File: src/rtl/dsp_mac_sequencer_if.sv
// dsp_mac_sequencer_if: operand stream (s_*) and one-deep result port (m_*) of dsp_mac_sequencer.
interface dsp_mac_sequencer_if #(
  parameter int OP0_SIZE = 8,
  parameter int OP1_SIZE = 8,
  parameter int ACC_SIZE = 8
);
  logic                s_valid;
  logic                s_ready;
  logic [OP0_SIZE-1:0] s_op0;
  logic [OP1_SIZE-1:0] s_op1;
  logic                m_valid;
  logic                m_ready;
  logic [ACC_SIZE-1:0] m_acc;

  modport master (
    output s_valid, s_op0, s_op1, m_ready,
    input  s_ready, m_valid, m_acc
  );

  modport slave (
    input  s_valid, s_op0, s_op1, m_ready,
    output s_ready, m_valid, m_acc
  );
endinterface

File: src/rtl/dsp_mac_sequencer.sv
// dsp_mac_sequencer: sequences one DSPELogic MAC element through a dot product of cfg_len products.
// Define DSP_SEQ_BIAS_EN to preload the accumulator with cfg_bias before the first product.
module dsp_mac_sequencer #(
  parameter int OP0_SIZE       = 8,
  parameter int OP1_SIZE       = 8,
  parameter int ACC_SIZE       = 8,
  parameter int PIPELINE_LEVEL = 0,
  parameter int LEN_SIZE       = 8
) (
  input  logic                clk,
  input  logic                rst,
  input  logic                start,
  input  logic [LEN_SIZE-1:0] cfg_len,
  input  logic [ACC_SIZE-1:0] cfg_bias,
  output logic                busy,
  dsp_mac_sequencer_if.slave  bus,
  output logic [OP0_SIZE-1:0] dsp_op0,
  output logic [OP1_SIZE-1:0] dsp_op1,
  output logic [ACC_SIZE-1:0] dsp_op2,
  output logic                dsp_bypass_mlt,
  output logic                dsp_bypass_add,
  output logic                dsp_reset_acc,
  output logic                dsp_extra_in,
  input  logic                dsp_extra_out,
  input  logic [ACC_SIZE-1:0] dsp_acc
);

  // Completion is tracked through the DSP's extra pipe, so latency needs no local knowledge.
  localparam int unsigned UNUSED_PIPELINE_LEVEL = PIPELINE_LEVEL;

  typedef enum logic [2:0] {
    IDLE,
    BIAS,
    RUN,
    DRAIN,
    OUT
  } state_t;

  state_t              state, state_nx;
  logic [LEN_SIZE-1:0] cnt, cnt_nx;
  logic                first, first_nx;
  logic                tag_seen;

`ifdef DSP_SEQ_BIAS_EN
  logic [ACC_SIZE-1:0] bias_q;

  always_ff @(posedge clk) begin
    if (rst) begin
      bias_q <= '0;
    end else if (state == IDLE && start) begin
      bias_q <= cfg_bias;
    end
  end
`else
  logic unused_cfg_bias;
  assign unused_cfg_bias = ^cfg_bias;
`endif

  assign busy     = (state != IDLE);
  assign tag_seen = (state == DRAIN) && dsp_extra_out;

  always_comb begin
    state_nx       = state;
    cnt_nx         = cnt;
    first_nx       = first;
    bus.s_ready    = 1'b0;
    dsp_op0        = '0;
    dsp_op1        = '0;
    dsp_op2        = '0;
    dsp_bypass_mlt = 1'b0;
    dsp_bypass_add = 1'b1;
    dsp_reset_acc  = 1'b0;
    dsp_extra_in   = 1'b0;

    unique case (state)
      IDLE: begin
        if (start) begin
          cnt_nx   = cfg_len;
          first_nx = 1'b1;
`ifdef DSP_SEQ_BIAS_EN
          state_nx = BIAS;
`else
          state_nx = RUN;
`endif
        end
      end

      BIAS: begin
`ifdef DSP_SEQ_BIAS_EN
        // Load bias as the "product" into a freshly reset accumulator.
        dsp_bypass_mlt = 1'b1;
        dsp_bypass_add = 1'b0;
        dsp_reset_acc  = 1'b1;
        dsp_op2        = bias_q;
        first_nx       = 1'b0;
        if (cnt == '0) begin
          dsp_extra_in = 1'b1;
          state_nx     = DRAIN;
        end else begin
          state_nx = RUN;
        end
`else
        state_nx = IDLE;
`endif
      end

      RUN: begin
        if (cnt == '0) begin
          // Empty vector: clear the accumulator and tag it in one command.
          dsp_bypass_add = 1'b1;
          dsp_reset_acc  = 1'b1;
          dsp_extra_in   = 1'b1;
          state_nx       = DRAIN;
        end else begin
          bus.s_ready = 1'b1;
          if (bus.s_valid) begin
            dsp_op0        = bus.s_op0;
            dsp_op1        = bus.s_op1;
            dsp_bypass_add = 1'b0;
            dsp_reset_acc  = first;
            first_nx       = 1'b0;
            cnt_nx         = cnt - 1'b1;
            if (cnt == LEN_SIZE'(1)) begin
              dsp_extra_in = 1'b1;
              state_nx     = DRAIN;
            end
          end
        end
      end

      DRAIN: begin
        if (tag_seen) begin
          state_nx = OUT;
        end
      end

      OUT: begin
        if (bus.m_ready) begin
          state_nx = IDLE;
        end
      end

      default: state_nx = IDLE;
    endcase
  end

  always_ff @(posedge clk) begin
    if (rst) begin
      state       <= IDLE;
      cnt         <= '0;
      first       <= 1'b0;
      bus.m_valid <= 1'b0;
      bus.m_acc   <= '0;
    end else begin
      state <= state_nx;
      cnt   <= cnt_nx;
      first <= first_nx;
      if (tag_seen) begin
        bus.m_acc   <= dsp_acc;
        bus.m_valid <= 1'b1;
      end else if (state == OUT && bus.m_ready) begin
        bus.m_valid <= 1'b0;
      end
    end
  end

endmodule
File: src/flat_wrapper.sv
// flat-port wrapper written by rule: the top's interface ports become plain ports
module dsp_mac_sequencer_flat 
#(
  parameter int OP0_SIZE       = 8,
  parameter int OP1_SIZE       = 8,
  parameter int ACC_SIZE       = 8,
  parameter int PIPELINE_LEVEL = 0,
  parameter int LEN_SIZE       = 8
)
  (clk, rst, start, cfg_len, cfg_bias, busy, dsp_op0, dsp_op1, dsp_op2, dsp_bypass_mlt, dsp_bypass_add, dsp_reset_acc, dsp_extra_in, dsp_extra_out, dsp_acc, bus_s_valid, bus_s_op0, bus_s_op1, bus_m_ready, bus_s_ready, bus_m_valid, bus_m_acc);
  dsp_mac_sequencer_if #(.OP0_SIZE(OP0_SIZE), .OP1_SIZE(OP1_SIZE), .ACC_SIZE(ACC_SIZE)) bus_i ();
  input  logic clk;
  input  logic rst;
  input  logic start;
  input  logic [LEN_SIZE-1:0] cfg_len;
  input  logic [ACC_SIZE-1:0] cfg_bias;
  output logic busy;
  output logic [OP0_SIZE-1:0] dsp_op0;
  output logic [OP1_SIZE-1:0] dsp_op1;
  output logic [ACC_SIZE-1:0] dsp_op2;
  output logic dsp_bypass_mlt;
  output logic dsp_bypass_add;
  output logic dsp_reset_acc;
  output logic dsp_extra_in;
  input  logic dsp_extra_out;
  input  logic [ACC_SIZE-1:0] dsp_acc;
  input wire logic [$bits(bus_i.s_valid)-1:0] bus_s_valid;
  input wire logic [$bits(bus_i.s_op0)-1:0] bus_s_op0;
  input wire logic [$bits(bus_i.s_op1)-1:0] bus_s_op1;
  input wire logic [$bits(bus_i.m_ready)-1:0] bus_m_ready;
  output wire logic [$bits(bus_i.s_ready)-1:0] bus_s_ready;
  output wire logic [$bits(bus_i.m_valid)-1:0] bus_m_valid;
  output wire logic [$bits(bus_i.m_acc)-1:0] bus_m_acc;
  assign bus_i.s_valid = bus_s_valid;
  assign bus_i.s_op0 = bus_s_op0;
  assign bus_i.s_op1 = bus_s_op1;
  assign bus_i.m_ready = bus_m_ready;
  assign bus_s_ready = bus_i.s_ready;
  assign bus_m_valid = bus_i.m_valid;
  assign bus_m_acc = bus_i.m_acc;
  dsp_mac_sequencer #(.OP0_SIZE(OP0_SIZE), .OP1_SIZE(OP1_SIZE), .ACC_SIZE(ACC_SIZE), .PIPELINE_LEVEL(PIPELINE_LEVEL), .LEN_SIZE(LEN_SIZE)) u_core (.clk(clk), .rst(rst), .start(start), .cfg_len(cfg_len), .cfg_bias(cfg_bias), .busy(busy), .bus(bus_i), .dsp_op0(dsp_op0), .dsp_op1(dsp_op1), .dsp_op2(dsp_op2), .dsp_bypass_mlt(dsp_bypass_mlt), .dsp_bypass_add(dsp_bypass_add), .dsp_reset_acc(dsp_reset_acc), .dsp_extra_in(dsp_extra_in), .dsp_extra_out(dsp_extra_out), .dsp_acc(dsp_acc));
endmodule
File: config.mk
export PLATFORM = sky130hd
export DESIGN_NAME = dsp_mac_sequencer_flat
export DESIGN_NICKNAME = d
export VERILOG_FILES = /design/src/rtl/dsp_mac_sequencer_if.sv /design/src/rtl/dsp_mac_sequencer.sv /design/src/flat_wrapper.sv
export SDC_FILE = /design/constraint.sdc
export NUM_CORES = 1
export LEC_CHECK = 0
export BUFFER_PORTS_ARGS = -buffer_cell sky130_fd_sc_hd__buf_2
export CELL_PAD_IN_SITES_DETAIL_PLACEMENT = 1
export CELL_PAD_IN_SITES_GLOBAL_PLACEMENT = 2
export CORE_MARGIN = 2
export CORE_UTILIZATION = 23
export DETAILED_ROUTE_END_ITERATION = 8
export GPL_TIMING_DRIVEN = 1
export PLACE_DENSITY_LB_ADDON = 0.1
export SYNTH_ARGS = -nofsm -noshare
export SYNTH_HDL_FRONTEND = slang
export SYNTH_SLANG_ARGS = --single-unit
File: constraint.sdc
create_clock -name clk -period 5.33 [get_ports clk]
set_input_delay 1.066 -clock clk [delete_from_list [all_inputs] [get_ports clk]]
set_output_delay 1.066 -clock clk [all_outputs]
set_load 0.1 [all_outputs]
==> results.txt <==
Reg clk slew, reported paths = 0.09 ns
Worst-Margin Slew = 0.857 ns
Fin Hold WS = 0.455 ns
routed wl met2 = 1990 um
Post-synth EDFFs = 0
die area = 6580 um2
IO Count = 85
die span in x = 81.1 um
CTS tree = done
post-layout minimum cycle time = 3.60 ns
vias per cell = 4.69
Final HPWL DP = 3260 um
Critical Path End Type = output pin
layout cells sized above 1 = 0.359
post-CTS setup buffers = 0
status = finished, final reports clean
post-synthesis cell count = 175
Tcrit/Tclk final = 0.676
detailed-route wire length per cell = 13.8 um
count of cell types in the netlist = 46
WS Path Type = flip-flop to output pin
vias in the first global route = 1432
Met1 Wirelength = 1890 um
most area-consuming cells after synthesis = dfxtp_1 (31%), a21oi_1 (9.9%), and2_1 (7.3%)
metal3 WL = 359 um
grt total ovfl = 0
total CTS buffers = 3
root buffer cell = clkbuf_8
Final setup viols = 0
CP required = 4.26 ns
worst path cell trace = nor3b_2 > o211a_4 > and2_1 > buf_2
Port Buffer Count = 67
core area = 5850 um2
Layout area overhead = 28.2%
Yosys top cell area share = 0.307
cell taking the most area after synthesis = dfxtp_1
Setup Skew = 0.00884 ns
maxcap violations = 0
Max-slew headroom = 0.426
cts hold-fix bufs = 0
clk sinks = 21
FP Rows = 28
synth warn = 0
DRC = 0
routed vias = 1449
uppermost layer routed = met4
setup TNS = 0 ns
Final Hold Fails = 0
commonest non-fill, non-tap cells in the layout = buf_2 (67), a21oi_1 (27), nand2_1 (24)
Critical-path top delay cell = nor3b_2
routability cong. = 0.701
CTS H-tree lvls = 1
CP max FO = 21
ys async rst share = 0
commonest non-fill, non-tap cell in the layout = buf_2
Synth Flop Type = dfxtp_1
worst-skew pair later-pin latency = 0.27 ns
fmax = 278 MHz
Seq cells post-synth = 21
Initial DRC Count = 39
gr usage total = 0.132
RSZ-0062 raised after global routing = no
first-pass GRT wire length = 6780 um
1st-pass router iterations = 4
Worst Hold Class = flip-flop to flip-flop
Max Transition Viols Final = 0
Worst setup SP type = flip-flop
Syn Area/Cell = 7.82 um2
Critical Path AT = 2.53 ns
crit-path max cell delay = 0.76 ns
synthesized cell area = 1370 um2
largest net degree at the start of global routing = 23
sequential area share after synthesis = 0.307
diode count = 0
initial cell density of the core = 0.234
Die Ht = 81.1 um
CTS resizes = 0
initial antenna violation count = 0
layout net count = 284
Leak = 0.801 nW
remaining antenna violation count = 0
Peak supply drop = 0.178 mV
Routed WL = 4260 um
power density cells = 548 nW/um2
Max Root-Sink Buffers = 2
==> power by group <==
part           switching [W]  internal [W]  total, W
combinational       0.000478      0.000153  0.000631
clock              0.0000573     0.0000529  0.000110
sequential         0.0000354      0.000184  0.000220
total               0.000571      0.000390  0.000961
==> cell families after synthesis <==
logic type | after synthesis | share of synthesized area
flops | 21 | 0.307
buf+inv | 24 | 0.101
other cells | 1 | 0.00274
mux | 1 | 0.00731
fa+ha+maj | 3 | 0.0274
simple gates | 76 | 0.308
compound gates | 49 | 0.247
==> final cells by class <==
cell class	instances	area (um2)
Fill cell	757	4100
Multi-Input combinational cell	138	841
Sequential cell	21	420
Timing Repair Buffer	67	335
Tap cell	75	93.8
Clock buffer	3	41.3
Inverter	4	16.3
Clock inverter	1	7.51
==> registers in the layout, indices dropped and copies added, names as in the netlist <==
signal and cells:
u_core.bus.m_acc 8, u_core.bus.m_valid 1, u_core.cnt 8, u_core.first 1
u_core.state 3
==> worst paths after layout <==
kind	startpoint	to	slack, ns	cells after the start
setup reg to reg	u_core.state[1]$_SDFFE_PP0P_	u_core.cnt[0]$_SDFFE_PP0P_	2.92	5
hold reg to reg	u_core.bus.m_acc[6]$_SDFFE_PP0P_	u_core.bus.m_acc[6]$_SDFFE_PP0P_	0.46	2
hold / removal	u_core.bus.m_acc[6]$_SDFFE_PP0P_	u_core.bus.m_acc[6]$_SDFFE_PP0P_	0.46	2
setup / recovery	u_core.state[1]$_SDFFE_PP0P_	dsp_op1[4]	1.73	4
==> layer usage <==
layer | up-vias | GRT usage
li1 | 721 | -
met1 | 662 | 0.165
met2 | 62 | 0.232
met3 | 4 | 0.0300
met4 | 0 | 0.0254
met5 | - | 0
==> critical path, delay by kind of cell, from the launching register on <==
family,cells,cell delay (ns)
and+or+nand+nor,2,0.92
DFF,1,0.48
AOI/OAI and AO/OA,1,0.43
buffers and inverters,1,0.42
==> synth_stat cells (2+ instances only) <==
cell	count
buf_4	9
a221oi_2	2
dfxtp_1	21
o32ai_1	3
and3_1	4
a31oi_1	3
nor2_1	7
nand3b_1	2
nand2_1	24
a22o_1	2
and2_1	16
clkbuf_1	6
a21oi_1	27
nor3_1	5
inv_1	3
buf_2	4
nor2b_1	2
ha_1	3
a22oi_1	2
nand3_1	4
==> per-stage QoR <==
| stage | instance area (um2) | utilization | total power (W) | setup WS [ns] | instances |
|---|---|---|---|---|---|
| after floorplan | 1400 | - | 0.000754 | 1.66 | 183 |
| after global placement | 1710 | 0.292 | 0.000865 | 1.98 | 305 |
| after detailed placement | 1710 | 0.292 | 0.000860 | 2.01 | 305 |
| after CTS | 1760 | 0.300 | 0.000974 | 1.72 | 309 |
| after global routing | 1760 | 0.300 | 0.00102 | 1.53 | 309 |
| final | 1760 | 0.300 | 0.000961 | 1.73 | 309 |
(Power assumes the default switching activity.)
